## config.mk

```make
export PLATFORM = sky130hd
export DESIGN_NAME = div32_seq_flat
export DESIGN_NICKNAME = d
export VERILOG_FILES = /design/src/rtl/div32_seq_if.sv /design/src/rtl/div32_seq.sv /design/src/flat_wrapper.sv
export SDC_FILE = /design/constraint.sdc
export NUM_CORES = 1
export LEC_CHECK = 0
export ABC_AREA = 1
export ABC_CLOCK_PERIOD_IN_PS = 2300
export CAP_MARGIN = 25
export CORE_ASPECT_RATIO = 1.4
export CORE_MARGIN = 5
export CORE_UTILIZATION = 45
export DETAILED_ROUTE_END_ITERATION = 10
export PLACE_DENSITY = 0.68
export SYNTH_ARGS = -nofsm -noshare
export SYNTH_HDL_FRONTEND = slang
export SYNTH_SLANG_ARGS = --single-unit
```

## constraint.sdc

```tcl
create_clock -name i_clock -period 2.3 [get_ports i_clock]
set_input_delay 0.23 -clock i_clock [delete_from_list [all_inputs] [get_ports i_clock]]
set_output_delay 0.23 -clock i_clock [all_outputs]
set_load 0.1 [all_outputs]
```

## src/rtl/div32_seq_if.sv

```systemverilog
`default_nettype none
// ============================================================================
//  Module      : div32_seq_if
//  Description : Start/done handshake and operand/result bundle between the
//                control unit (master) and the sequential divider (slave).
//                  start        request, sampled by the divider only in IDLE
//                  signed_op    1 = two's-complement operands, 0 = unsigned
//                  dividend     numerator, sampled with start
//                  divisor      denominator, sampled with start
//                  busy         divider is iterating or fixing up signs
//                  done         one-cycle completion pulse
//                  quotient     LO result, held until the next completion
//                  remainder    HI result, held until the next completion
//                  div_by_zero  last completion had a zero divisor
//  Revision    : 1.0 - initial release
// ============================================================================
interface div32_seq_if #(
  parameter int WIDTH = 32
);
  logic             start;
  logic             signed_op;
  logic [WIDTH-1:0] dividend;
  logic [WIDTH-1:0] divisor;
  logic             busy;
  logic             done;
  logic [WIDTH-1:0] quotient;
  logic [WIDTH-1:0] remainder;
  logic             div_by_zero;

  modport master (
    output start, signed_op, dividend, divisor,
    input  busy, done, quotient, remainder, div_by_zero
  );

  modport slave (
    input  start, signed_op, dividend, divisor,
    output busy, done, quotient, remainder, div_by_zero
  );
endinterface
`default_nettype wire

```

## src/rtl/div32_seq.sv

```systemverilog
`default_nettype none
// ============================================================================
//  Module      : div32_seq
//  Description : Multi-cycle 32-bit signed/unsigned integer divider. One
//                restoring shift-and-subtract iteration per clock on operand
//                magnitudes, followed by a sign fix-up cycle. A zero divisor
//                completes in a single cycle without iterating.
//  Ports       : i_clock    rising-edge clock
//                i_clear_n  asynchronous active-low clear
//                io_bus     div32_seq_if slave modport (handshake, operands,
//                           registered results)
//  Revision    : 1.0 - initial release
// ============================================================================
module div32_seq #(
  parameter int WIDTH = 32   // only 32 is supported
) (
  input  wire        i_clock,
  input  wire        i_clear_n,
  div32_seq_if.slave io_bus
);

  localparam int              c_CW        = $clog2(WIDTH);
  localparam logic [c_CW-1:0] c_LAST_ITER = c_CW'(WIDTH - 1);

  typedef enum logic [1:0] {
    ST_IDLE = 2'd0,
    ST_CALC = 2'd1,
    ST_FIX  = 2'd2
  } state_t;

  state_t           r_state;
  logic [WIDTH-1:0] r_rem;        // partial remainder (always < divisor)
  logic [WIDTH-1:0] r_quo;        // dividend shifting out / quotient shifting in
  logic [WIDTH-1:0] r_dvs_mag;
  logic [c_CW-1:0]  r_count;
  logic             r_neg_q;
  logic             r_neg_r;
  logic             r_busy;
  logic             r_done;
  logic             r_dbz;
  logic [WIDTH-1:0] r_quotient;
  logic [WIDTH-1:0] r_remainder;

  logic             w_dvd_neg;
  logic             w_dvs_neg;
  logic [WIDTH-1:0] w_dvd_mag;
  logic [WIDTH-1:0] w_dvs_mag;
  logic [WIDTH:0]   w_trial;
  logic [WIDTH:0]   w_diff;
  logic             w_fits;

  assign w_dvd_neg = io_bus.signed_op & io_bus.dividend[WIDTH-1];
  assign w_dvs_neg = io_bus.signed_op & io_bus.divisor[WIDTH-1];
  assign w_dvd_mag = w_dvd_neg ? -io_bus.dividend : io_bus.dividend;
  assign w_dvs_mag = w_dvs_neg ? -io_bus.divisor  : io_bus.divisor;

  // The partial remainder stays below the divisor, so it fits in WIDTH bits
  // and the trial value {R, next dividend bit} fits in WIDTH+1 bits.
  assign w_trial = {r_rem, r_quo[WIDTH-1]};
  assign w_diff  = w_trial - {1'b0, r_dvs_mag};
  // trial < 2*divisor, so a successful subtraction leaves the top bit clear
  // while a failed one wraps and sets it: the top bit is the borrow.
  assign w_fits  = ~w_diff[WIDTH];

  always_ff @(posedge i_clock or negedge i_clear_n) begin
    if (!i_clear_n) begin
      r_state     <= ST_IDLE;
      r_rem       <= '0;
      r_quo       <= '0;
      r_dvs_mag   <= '0;
      r_count     <= '0;
      r_neg_q     <= 1'b0;
      r_neg_r     <= 1'b0;
      r_busy      <= 1'b0;
      r_done      <= 1'b0;
      r_dbz       <= 1'b0;
      r_quotient  <= '0;
      r_remainder <= '0;
    end else begin
      r_done <= 1'b0;
      case (r_state)
        ST_IDLE: begin
          if (io_bus.start) begin
            if (io_bus.divisor == '0) begin
              // Resolved immediately; the iteration path is never entered.
              r_quotient  <= '1;
              r_remainder <= io_bus.dividend;
              r_dbz       <= 1'b1;
              r_done      <= 1'b1;
            end else begin
              r_dvs_mag <= w_dvs_mag;
              r_neg_q   <= w_dvd_neg ^ w_dvs_neg;
              r_neg_r   <= w_dvd_neg;
              r_rem     <= '0;
              r_quo     <= w_dvd_mag;
              r_count   <= '0;
              r_busy    <= 1'b1;
              r_state   <= ST_CALC;
            end
          end
        end

        ST_CALC: begin
          r_quo   <= {r_quo[WIDTH-2:0], w_fits};
          r_rem   <= w_fits ? w_diff[WIDTH-1:0] : w_trial[WIDTH-1:0];
          r_count <= r_count + 1'b1;
          if (r_count == c_LAST_ITER) begin
            r_state <= ST_FIX;
          end
        end

        ST_FIX: begin
          // Modulo-2^WIDTH negation also covers the most-negative / -1 case.
          r_quotient  <= r_neg_q ? -r_quo : r_quo;
          r_remainder <= r_neg_r ? -r_rem : r_rem;
          r_dbz       <= 1'b0;
          r_done      <= 1'b1;
          r_busy      <= 1'b0;
          r_state     <= ST_IDLE;
        end

        default: begin
          r_busy  <= 1'b0;
          r_state <= ST_IDLE;
        end
      endcase
    end
  end

  assign io_bus.busy        = r_busy;
  assign io_bus.done        = r_done;
  assign io_bus.quotient    = r_quotient;
  assign io_bus.remainder   = r_remainder;
  assign io_bus.div_by_zero = r_dbz;

endmodule
`default_nettype wire

```

## src/flat_wrapper.sv

```systemverilog
// flat-port wrapper written by rule: the top's interface ports become plain ports
module div32_seq_flat 
#(
  parameter int WIDTH = 32                          
)
  (i_clock, i_clear_n, io_bus_start, io_bus_signed_op, io_bus_dividend, io_bus_divisor, io_bus_busy, io_bus_done, io_bus_quotient, io_bus_remainder, io_bus_div_by_zero);
  div32_seq_if #(.WIDTH(WIDTH)) io_bus_i ();
  input  wire i_clock;
  input  wire i_clear_n;
  input wire logic [$bits(io_bus_i.start)-1:0] io_bus_start;
  input wire logic [$bits(io_bus_i.signed_op)-1:0] io_bus_signed_op;
  input wire logic [$bits(io_bus_i.dividend)-1:0] io_bus_dividend;
  input wire logic [$bits(io_bus_i.divisor)-1:0] io_bus_divisor;
  output wire logic [$bits(io_bus_i.busy)-1:0] io_bus_busy;
  output wire logic [$bits(io_bus_i.done)-1:0] io_bus_done;
  output wire logic [$bits(io_bus_i.quotient)-1:0] io_bus_quotient;
  output wire logic [$bits(io_bus_i.remainder)-1:0] io_bus_remainder;
  output wire logic [$bits(io_bus_i.div_by_zero)-1:0] io_bus_div_by_zero;
  assign io_bus_i.start = io_bus_start;
  assign io_bus_i.signed_op = io_bus_signed_op;
  assign io_bus_i.dividend = io_bus_dividend;
  assign io_bus_i.divisor = io_bus_divisor;
  assign io_bus_busy = io_bus_i.busy;
  assign io_bus_done = io_bus_i.done;
  assign io_bus_quotient = io_bus_i.quotient;
  assign io_bus_remainder = io_bus_i.remainder;
  assign io_bus_div_by_zero = io_bus_i.div_by_zero;
  div32_seq #(.WIDTH(WIDTH)) u_core (.i_clock(i_clock), .i_clear_n(i_clear_n), .io_bus(io_bus_i));
endmodule
```

# Word-level counts from Yosys, hierarchy flattened
# Cells that the tools add are included.
dict set report op_classes {
  n_addsub 6
  n_eq_ne 7
  mux 33
  bitwise 6
  n_reduce_logical 9
}
# operator n
set op_table {}
lappend op_table {{$mux 32} 13}
lappend op_table {{$pmux 32 s2} 4}
lappend op_table {{$neg 32->32} 4}
lappend op_table {{$sub 33x32->33} 1}
lappend op_table {{$logic_not 32->1} 1}
lappend op_table {{$reduce_and 3->1} 5}
lappend op_table {{$mux 5} 2}
lappend op_table {{$pmux 5 s2} 1}
lappend op_table {{$mux 1} 6}
lappend op_table {{$mux 2} 3}
lappend op_table {{$pmux 1 s2} 3}
lappend op_table {{$add 5x1->5 const B} 1}
lappend op_table {{$eq 5x5->1 const B} 1}
lappend op_table {{$ne 2x1->1 const B} 2}
lappend op_table {{$ne 2x2->1 const B} 2}
lappend op_table {{$pmux 2 s2} 1}
lappend op_table {{$reduce_bool 2->1} 2}
lappend op_table {{$not 1->1} 3}
lappend op_table {{$and 1x1->1} 2}
lappend op_table {{$eq 2x1->1 const B} 1}
lappend op_table {{$eq 2x2->1 const B} 1}
lappend op_table {{$logic_not 2->1} 1}
lappend op_table {{$xor 1x1->1} 1}
dict set report totals {
  reg_bits 172
  inputBits 68
  out_inout_bits 67
  word_cells 73
}

# Depth between registers and ports, before layout
# Gate-level depths: netlist of run 1.
dict set report logic_depth {
  word_depth 5
  depth_mapped 18
  ltp_nobuf 17
}

# Worst setup path before layout of run 1
# No wires, ideal clock.
dict set report synth_timing {
  path_kind {reg2reg}
  start {register u_core.r_quo[31]}
  end {register u_core.r_rem[19]}
  setup_ns 0.117
  arrival_time_ns 2.100
  required_ns 2.183
  setup_slack_ns 0.083
  path_stages_with_launch 19
  path_buffers 1
  synth_period_minus_slack_ns 2.217
  cell_sequence {dfrtp_1 -> inv_1 -> ha_1 -> fa_1 -> inv_1 -> nand2_1 -> nand2_1 -> nand3_1 -> nand2_2 -> nand2_1 -> nand2_2 -> nand2_2 -> nand2_4 -> nand2_4 -> nand2_4 -> buf_6 -> nand2_1 -> nand3_1 -> nand2_1}
}
dict set report synth_between {
  elab_chain_len 3
}
# item line
set synth_rtl {}
lappend synth_rtl {{start, declared} div32_seq.sv:33} ;# logic [WIDTH-1:0] r_quo;
lappend synth_rtl {{start signal, assigned} div32_seq.sv:95} ;# r_quo <= w_dvd_mag;
lappend synth_rtl {{start signal, assigned} div32_seq.sv:104} ;# r_quo <= {r_quo[WIDTH-2:0], w_fits};
lappend synth_rtl {{$sub 33x32->33} div32_seq.sv:60} ;# assign w_diff = w_trial - {1'b0, r_dvs_mag};
lappend synth_rtl {{$mux 32} div32_seq.sv:105} ;# r_rem <= w_fits ? w_diff[WIDTH-1:0] : w_trial[WIDTH-1:0];
lappend synth_rtl {{$pmux 32 s2} div32_seq.sv:81} ;# case (r_state)
lappend synth_rtl {{end signal, assigned} div32_seq.sv:105}
lappend synth_rtl {{end, declared} div32_seq.sv:32} ;# logic [WIDTH-1:0] r_rem;
# Every way passes these cells.
# A chain may end at the register's enable or synchronous reset.

# Worst setup path in the final report of run 1
dict set report layout_timing {
  start {register u_core.r_quo[31]}
  end {register u_core.r_rem[4]}
}
# Same word-level chain as after synthesis.

==> impl_metrics.ini, run 1 <==
[clock_tree]
cts.htree.levels = 4
cts_root_buf = clkbuf_16
cts_sinks = 172
cts_tree = yes
numCtsBuffers = 17
path_clk_slew_ns = 0.07
clk_latency_ns = 0.46
clockBufferDepth = 2

[final_layout]
fin_cells = 2775
area_growth_pct = 27.5
mostFrequentLayoutCells = nand2_1, inv_1, nand3_1
final_common_cell = nand2_1
diodes = 0
fin_nets = 2484
drive_above_1_share_pct = 16.0

[die]
num_rows = 75
die_h_um = 216
die-area_mm2 = 0.0339
dieWidth_um = 157
core_mm2 = 0.0299
ios = 135
initial_core_util_pct = 45.5

[timing]
setup_viol_count_final = 3
fin_ws_ns = -0.0157
hold_viol = 0
worst_slew_pin_slew_ns = 0.788
skew_ns = 0.0115
fmax_ghz = 0.432
maxSlewHeadroom_pct = 47.5
finalCritPeriodShare_pct = 101
holdWs_ns = 0.395
slew_viol_final = 0
rsz0062_at_grt = yes
period_needed_ns = 2.32

[detailed_routing]
via_per_inst = 5.36
vias = 14900
drt-total-wl_um = 48100
detail-route-antenna-nets = 0
dr.first_iter.drc_count = 879
first_pass_iters = 5
drcViolationCount = 0
wl_per_cell_um = 17.3

[worst_setup_path]
cpLargestDelayFamily = simple AND/OR/NAND/NOR gates
critPathLaunchType = register
worstPathCellList = inv_2 > ha_4 > fa_2 > inv_2 > nand2_2 > nand2_2 > nand3_2 > nand2_2 > nand2_2 > nand2_4 > nand2_8 > nand3_4 > clkbuf_16 > nand3_1 > nand3_1 > nand2_1
critPathBufInv = 3
crit_path_frequent_cell = nand2_2
crit_arrival_ns = 2.66
cp_slowest_stage_delay_ns = 0.38
critPathKind = register to register
cp_max_fo = 6
worst_path_max_delay_cell = dfrtp_1
critPathRequiredTime_ns = 2.64
cp-end-kind = register

[synthesis]
synth_seq_area_share_pct = 31.6
yosys_warnings = 0
ys_types = 48
ys.flop_type = dfrtp_1
syn-mean-instance-area_um2 = 6.40
synth_cells = 2130
synth-edff-count = 0
synth-seq-cells = 172
async_flop_share_pct = 100
syn-num-nets = 2237
syn-cell-area_mm2 = 0.0136

[power]
power_density_mw_per_mm2 = 1720
power_leakage_uw = 0.00867
max-vdd-ir-drop_mv = 0.911

[global_route]
antenna_found_initial = 0
grt_pass1_wl_um = 74700
overflow = 0
track_usage_pct = 28.0
grt_max_degree = 71
grt_pass1_vias = 14500

[status]
outcome = finished, violations left
violations = negative setup slack

[hold_path]
hp-class = input port to async pin

[run]
maxCapViolCount = 0

[placement]
dp_cells = 2734
hpwl_um = 38500
port_buffers = 134
gp_congestion = 1.06
-- worst register-to-register path, stage by stage, from the launching register on --
cell and delay [ns]:
dfrtp_1 0.38, inv_2 0.06, ha_4 0.17, fa_2 0.38
inv_2 0.08, nand2_2 0.06, nand2_2 0.09, nand3_2 0.09
nand2_2 0.09, nand2_2 0.06, nand2_4 0.09, nand2_8 0.08
nand3_4 0.18, clkbuf_16 0.19, nand3_1 0.07, nand3_1 0.08
nand2_1 0.06
-- sequential cells by signal, indices dropped and copies added, names as in the netlist --
signal / cells
u_core.io_bus.quotient: 32
u_core.io_bus.remainder: 32
u_core.r_dvs_mag: 32
u_core.r_quo: 32
u_core.r_rem: 32
u_core.r_count: 5
u_core.r_state: 2
u_core.io_bus.busy: 1
u_core.io_bus.div_by_zero: 1
u_core.io_bus.done: 1
u_core.r_neg_q: 1
u_core.r_neg_r: 1
-- area by class of cell --
class,count,area (um2)
well taps,385,482
multi-input cells,1588,8170
clock inverters,15,213
fillers,2944,12600
clock buffers,17,425
flip-flops and latches,172,4310
repair buffers,294,2640
inverters,304,1140
-- where the power goes --
part	switching (uW)	internal (uW)
sequential	1350	4440
clock	1350	1840
combinational	13700	7280
-- cells in the mapped netlist (all sizes together), types with 18 or more instances --
cell | n | area share (%)
o21ai | 116 | 4.3
ha | 38 | 3.5
nor2 | 241 | 7.0
a21oi | 51 | 2.0
dfrtp | 172 | 32
nand4 | 29 | 1.4
nand2 | 694 | 19
clkbuf | 32 | 0.88
inv | 300 | 8.3
a31oi | 28 | 2.0
buf | 35 | 1.7
xor2 | 45 | 2.9
nor3 | 18 | 0.70
nand3 | 227 | 8.6
-- cell families (layout without fill, tap and decap cells) --
kind of cell / after synthesis / in the layout / synth area share (%)
simple gates: 1234 / 1235 / 38.4
buf+inv: 371 / 630 / 11.0
compound gates: 254 / 254 / 11.6
flops: 172 / 172 / 31.6
xor+xnor: 60 / 60 / 3.86
fa+ha+maj: 39 / 39 / 3.64
-- worst paths after layout --
check | from | slack, ns | end | depth (start not counted)
hold / removal | i_clear_n | 0.40 | u_core.r_dvs_mag[17] | 2
setup reg to reg | u_core.r_quo[31] | -0.02 | u_core.r_rem[4] | 16
max in group asynchronous | i_clear_n | 1.25 | u_core.io_bus.quotient[27] | 3
setup / recovery | u_core.r_quo[31] | -0.02 | u_core.r_rem[4] | 16
hold reg to reg | u_core.r_dvs_mag[26] | 0.49 | u_core.r_dvs_mag[26] | 2
min in group i_clock | io_bus_dividend[1] | 0.42 | u_core.io_bus.remainder[1] | 3
-- what timing repair did --
action                                  in CTS  in global routing
cloned                                       0                  3
gates resized for setup                     16                 66
hold endpoints to repair                    62                  0
buffers inserted                             0                  5
pin swaps                                    1                 23
hold buffers                                 1                  0
endpoints found under the setup margin      33                 40
-- metal layers --
| metal | routed length [um] | global-route usage (%) |
|---|---|---|
| met4 | 3710 | 18.9 |
| met1 | 17700 | 30.4 |
| met2 | 24200 | 50.1 |
| met5 | 0 | 0 |
| met3 | 2430 | 3.55 |
-- per-stage QoR --
stage	power, uW	area [um2]	util, %	setup WS, ns	TNS [ns]
2_1_floorplan	19000	13600	-	0.0828	0
3_3_place_gp	25000	16300	54.4	-0.111	-0.760
3_5_place_dp	25300	16300	54.4	-0.180	-2.99
4_1_cts	28800	17000	56.8	-0.00882	-0.0123
5_1_grt	32200	17400	58.1	-0.0880	-2.25
6_report	30000	17400	58.1	-0.0157	-0.0213
(Power assumes the default switching activity.)
==> inputs of run 2 (changes only) <==
==> constraint.sdc (replaced) <==
create_clock -name i_clock -period 2.3 [get_ports i_clock]
set_input_delay 0.23 -clock i_clock [delete_from_list [all_inputs] [get_ports i_clock]]
set_output_delay 0.23 -clock i_clock [all_outputs]
set_load 0.01 [all_outputs]
==> impl_metrics.ini, run 2 (synthesis gave the netlist of run 1 again) <==
[status]
outcome = complete, no violations

[worst_setup_path]
worstPathCellList = inv_1 > ha_1 > nand2_1 > nor2_1 > nand2_1 > nand2_2 > a21oi_4 > buf_4 > nand3_4 > buf_12 > nand3_1 > nand3_1 > nand2_1
reg2reg_depth = 13
cp_slowest_stage_delay_ns = 0.39
cp.depth = 13
critPathKind = register to register
cp-end-kind = register
crit_path_frequent_cell = nand2_1
critPathBufInv = 3
critPathRequiredTime_ns = 2.68
cpLargestDelayFamily = simple AND/OR/NAND/NOR gates
worst_path_max_delay_cell = ha_1
critPathLaunchType = register
cp_max_fo = 7
crit_arrival_ns = 2.64

[die]
die_h_um = 216
core_mm2 = 0.0299
num_rows = 75
initial_core_util_pct = 45.5
dieWidth_um = 157
die-area_mm2 = 0.0339
ios = 135

[detailed_routing]
drcViolationCount = 0
drt-total-wl_um = 47000
detail-route-antenna-nets = 0
first_pass_iters = 7
via_per_inst = 5.27
dr.first_iter.drc_count = 1010
vias = 14500
wl_per_cell_um = 17.1

[global_route]
overflow = 0
antenna_found_initial = 0
grt_max_degree = 58
grt_pass1_wl_um = 73100
grt_pass1_vias = 14000
track_usage_pct = 27.3

[clock_tree]
cts_tree = yes
path_clk_slew_ns = 0.07
clockBufferDepth = 2
cts.htree.levels = 4
numCtsBuffers = 17
clk_latency_ns = 0.45
cts_root_buf = clkbuf_16
cts_sinks = 172

[placement]
place_ws_ns = -0.126
hpwl_um = 37300
gp_congestion = 0.990
port_buffers = 134
dpl-instance-area_mm2 = 0.0163

[final_layout]
regArea_mm2 = 0.00431
multi_input_area_mm2 = 0.00828
final_common_cell = nand2_1
area_growth_pct = 28.5
fillCellCount = 2835
final_area_mm2 = 0.0175
mostFrequentLayoutCells = nand2_1, inv_1, nor2_1
diodes = 0
fin_nets = 2461
drive_above_1_share_pct = 12.9

[timing]
rsz0062_at_grt = yes
setup_viol_count_final = 0
finalCritPeriodShare_pct = 98.5
worst_slew_pin_slew_ns = 0.640
fin_ws_ns = 0.0334
maxSlewHeadroom_pct = 57.1
period_needed_ns = 2.27
slew_viol_final = 0
fmax_ghz = 0.441
skew_ns = 0.0124
holdWs_ns = 0.319
hold_viol = 0

[power]
p_total_uw = 27000
max-vdd-ir-drop_mv = 1.07
power_leakage_uw = 0.00854
power_density_mw_per_mm2 = 1540

[run]
maxCapViolCount = 0

[hold_path]
hp-class = input port to async pin
==> run 2: cell count changes in the layout (fill, tap and decap cells not counted), moves of 3 or more <==
cell	delta
nand2_2	-6
buf_4	-92
clkdlybuf4s50_1	+67
buf_12	+4
ha_1	-9
ha_4	+8
clkinvlp_4	-3
nand2_1	+6
nand3_2	+5
nand3_1	-5
==> run 2: final cells by class <==
class,count,area share [%]
Multi-Input combinational cell,1588,47.3
Sequential cell,172,24.6
Tap cell,385,2.75
Clock inverter,13,1.01
Clock buffer,19,2.59
Inverter,304,6.51
Timing Repair Buffer,271,15.3
==> run 2: what timing repair did <==
item / in CTS / in global routing
hold endpoints to repair: 50 / 0
gates cloned: 0 / 3
resized for setup: 13 / 84
hold buffers: 1 / 0
pin swaps: 1 / 15
setup buffers: 1 / 8
setup endpoints to repair: 33 / 41
==> run 2: final timing paths <==
kind                       slack (ns)                           to                 start
max                              0.03             u_core.r_rem[17]  u_core.r_dvs_mag[20]
min                              0.32  u_core.io_bus.remainder[11]             i_clear_n
max reg2reg                      0.03             u_core.r_rem[17]  u_core.r_dvs_mag[20]
min reg2reg                      0.49         u_core.r_dvs_mag[10]  u_core.r_dvs_mag[10]
max in group asynchronous        1.33         u_core.r_dvs_mag[12]             i_clear_n
min in group i_clock             0.41   u_core.io_bus.remainder[0]    io_bus_dividend[0]
==> run 2: metrics by stage <==
step / TNS (ns) / std cells / util (%)
after floorplan: 0 / 2130 / -
after global placement: -0.302 / 2707 / 54.5
after detailed placement: -1.33 / 2707 / 54.5
after CTS: 0 / 2741 / 56.9
after global routing: -0.914 / 2752 / 58.5
final: 0 / 2752 / 58.5
==> run 2: per-layer routing <==
| metal | part of all wire [%] | vias to the layer above | GRT usage, % |
|---|---|---|---|
| met5 | 0 | - | 0 |
| met3 | 3.7 | 113 | 3.13 |
| met1 | 39 | 6730 | 30.7 |
| met2 | 52 | 394 | 49.4 |
| li1 | - | 7268 | - |
| met4 | 5.6 | 0 | 15.2 |
==> run 2: power breakdown <==
part | total, uW | internal (uW) | leakage, uW | switching, uW
sequential | 5750 | 4440 | 0.00204 | 1300
combinational | 18200 | 7490 | 0.00619 | 10700
clock | 3140 | 1800 | 0.000309 | 1350
==> run 2: worst reg2reg max path, stage by stage (launching register included) <==
cell,delay [ns]
dfrtp_1,0.36
inv_1,0.08
ha_1,0.39
nand2_1,0.14
nor2_1,0.07
nand2_1,0.09
nand2_2,0.08
a21oi_4,0.21
buf_4,0.17
nand3_4,0.17
buf_12,0.21
nand3_1,0.08
nand3_1,0.08
nand2_1,0.07
==> inputs of run 3 (changes only) <==
--- a/config.mk
+++ b/config.mk
@@ -12,7 +12,7 @@
 export CORE_MARGIN = 5
 export CORE_UTILIZATION = 45
 export DETAILED_ROUTE_END_ITERATION = 10
-export PLACE_DENSITY = 0.68
+export DONT_BUFFER_PORTS = 1
 export SYNTH_ARGS = -nofsm -noshare
 export SYNTH_HDL_FRONTEND = slang
 export SYNTH_SLANG_ARGS = --single-unit
==> impl_metrics.ini, run 3 (synthesis gave the netlist of run 1 again) <==
[placement]
hpwl_um = 36400
place_ws_ns = -0.218
port_buffers = 0
gp_congestion = 0.969

[global_route]
overflow = 0
grt_pass1_wl_um = 72900
grt_max_degree = 173
track_usage_pct = 27.3
grt_pass1_vias = 13700
antenna_found_initial = 0

[die]
ios = 135
core_mm2 = 0.0299
die-area_mm2 = 0.0339
die_h_um = 216
initial_core_util_pct = 45.5
num_rows = 75
dieWidth_um = 157

[final_layout]
fin_nets = 2339
fillCellCount = 2972
diodes = 0
drive_above_1_share_pct = 14.8
area_growth_pct = 21.2
final_common_cell = nand2_1
mostFrequentLayoutCells = nand2_1, inv_1, nor2_1

[worst_setup_path]
worstReg2RegEnd = u_core.r_rem[15]
critPathRequiredTime_ns = 2.64
reg2reg_slack_ns = 0.03
cp_max_fo = 6
cp-end-kind = register
rr_startpoint = u_core.r_dvs_mag[5]
crit_arrival_ns = 2.61
critPathLaunchType = register
critPathKind = register to register
reg2reg_depth = 17
startpoint = u_core.r_dvs_mag[5]

[power]
power_leakage_uw = 0.00812
p_clk_share_pct = 10.5
power_frac_seq_pct = 22.4
p_total_uw = 27200
p_comb_share_pct = 67.1
power_density_mw_per_mm2 = 1650
swShare_pct = 51.1
internal_power_uw = 13300
netSwitchingPower_uw = 13900
max-vdd-ir-drop_mv = 0.877

[detailed_routing]
via_per_inst = 5.42
dr_wl_met2_um = 24200
met3WireLength_um = 2400
drt-total-wl_um = 47400
wl_per_cell_um = 18.0
drcViolationCount = 0
dr.first_iter.drc_count = 859
vias = 14200
top_layer = met4
wl_met1_um = 17700
detail-route-antenna-nets = 0
first_pass_iters = 5

[clock_tree]
numCtsBuffers = 17
clk_latency_ns = 0.45
cts_sinks = 172
cts_tree = yes
path_clk_slew_ns = 0.06
clockBufferDepth = 2
hold_buffers = 34
cts_root_buf = clkbuf_16
cts.htree.levels = 4

[timing]
hold_viol = 172
setup_viol_count_final = 0
holdWs_ns = -0.530
skew_ns = 0.00944
worst_slew_pin_slew_ns = 0.908
fin_ws_ns = 0.0326
fmax_ghz = 0.441
maxSlewHeadroom_pct = 39.4
slew_viol_final = 0
finalCritPeriodShare_pct = 98.6
rsz0062_at_grt = yes
period_needed_ns = 2.27

[run]
maxCapViolCount = 0

[status]
outcome = finished, violations left
violations = negative hold slack

[hold_path]
hp-class = input port to async pin
## run 3: final cells by class
cell class	count	area, um2	share of cell area (%)
inverters	304	1140	6.91
multi-input cells	1590	8650	52.3
repair buffers	147	1370	8.29
well taps	385	482	2.92
clock buffers	19	453	2.74
flip-flops and latches	172	4310	26.1
clock inverters	13	115	0.697
## run 3: how the worst max path moves through the flow
stage,endpoint,cells past startpoint
5_1_grt,u_core.r_rem[15],17
3_3_place_gp,u_core.r_rem[30],16
4_1_cts,u_core.r_rem[2],17
2_1_floorplan,u_core.r_rem[19],18
6_report,u_core.r_rem[15],17
3_5_place_dp,u_core.r_rem[30],17
## run 3: per-stage QoR
step | std cells | hold slack (ns) | TNS [ns] | cell area [um2] | utilization [%]
2_1_floorplan | 2130 | -0.0656 | 0 | 13600 | -
3_3_place_gp | 2543 | -0.0605 | -0.989 | 14600 | 48.7
3_5_place_dp | 2543 | -0.0592 | -1.80 | 14600 | 48.7
4_1_cts | 2609 | -0.544 | -0.000510 | 15600 | 52.0
5_1_grt | 2630 | -0.555 | -1.32 | 16500 | 55.2
6_report | 2630 | -0.530 | 0 | 16500 | 55.2
## run 3: timing repair
action                                  4_1_cts  5_1_grt
endpoints found under the setup margin       33       40
cloned                                        0        6
endpoints found under the hold margin       214      172
setup buffers                                 0       15
pin swaps                                     0       50
resized for setup                            12      142
## run 3: power by group through the flow
stage	sequential, uW	combinational, uW	clock (uW)
final	6100	18300	2860
after global routing	6270	20200	3050
after CTS	5980	15300	2910
after detailed placement	6010	14900	0
after global placement	5990	14700	0
after floorplan	5610	10400	0
## run 3: critical path, cell delays in order, from the launching register on
cell and delay, ns:
dfrtp_1 0.38, inv_1 0.21, ha_4 0.26, nand2_1 0.09, nand2_1 0.07, nand2_1 0.06
nand2_1 0.08, inv_1 0.07, nand2_2 0.06, nand2_2 0.05, nand2_2 0.06, nand2_4 0.13
nand2_8 0.09, nand2_8 0.13, clkbuf_16 0.19, nand3_2 0.08, nand3_1 0.09, nand2_1 0.05
## run 3: per-layer routing
| layer | up-vias | track usage (%) |
|---|---|---|
| li1 | 7032 | - |
| met1 | 6666 | 30.4 |
| met2 | 425 | 48.8 |
| met3 | 126 | 3.85 |
| met4 | 0 | 15.8 |
| met5 | - | 0 |
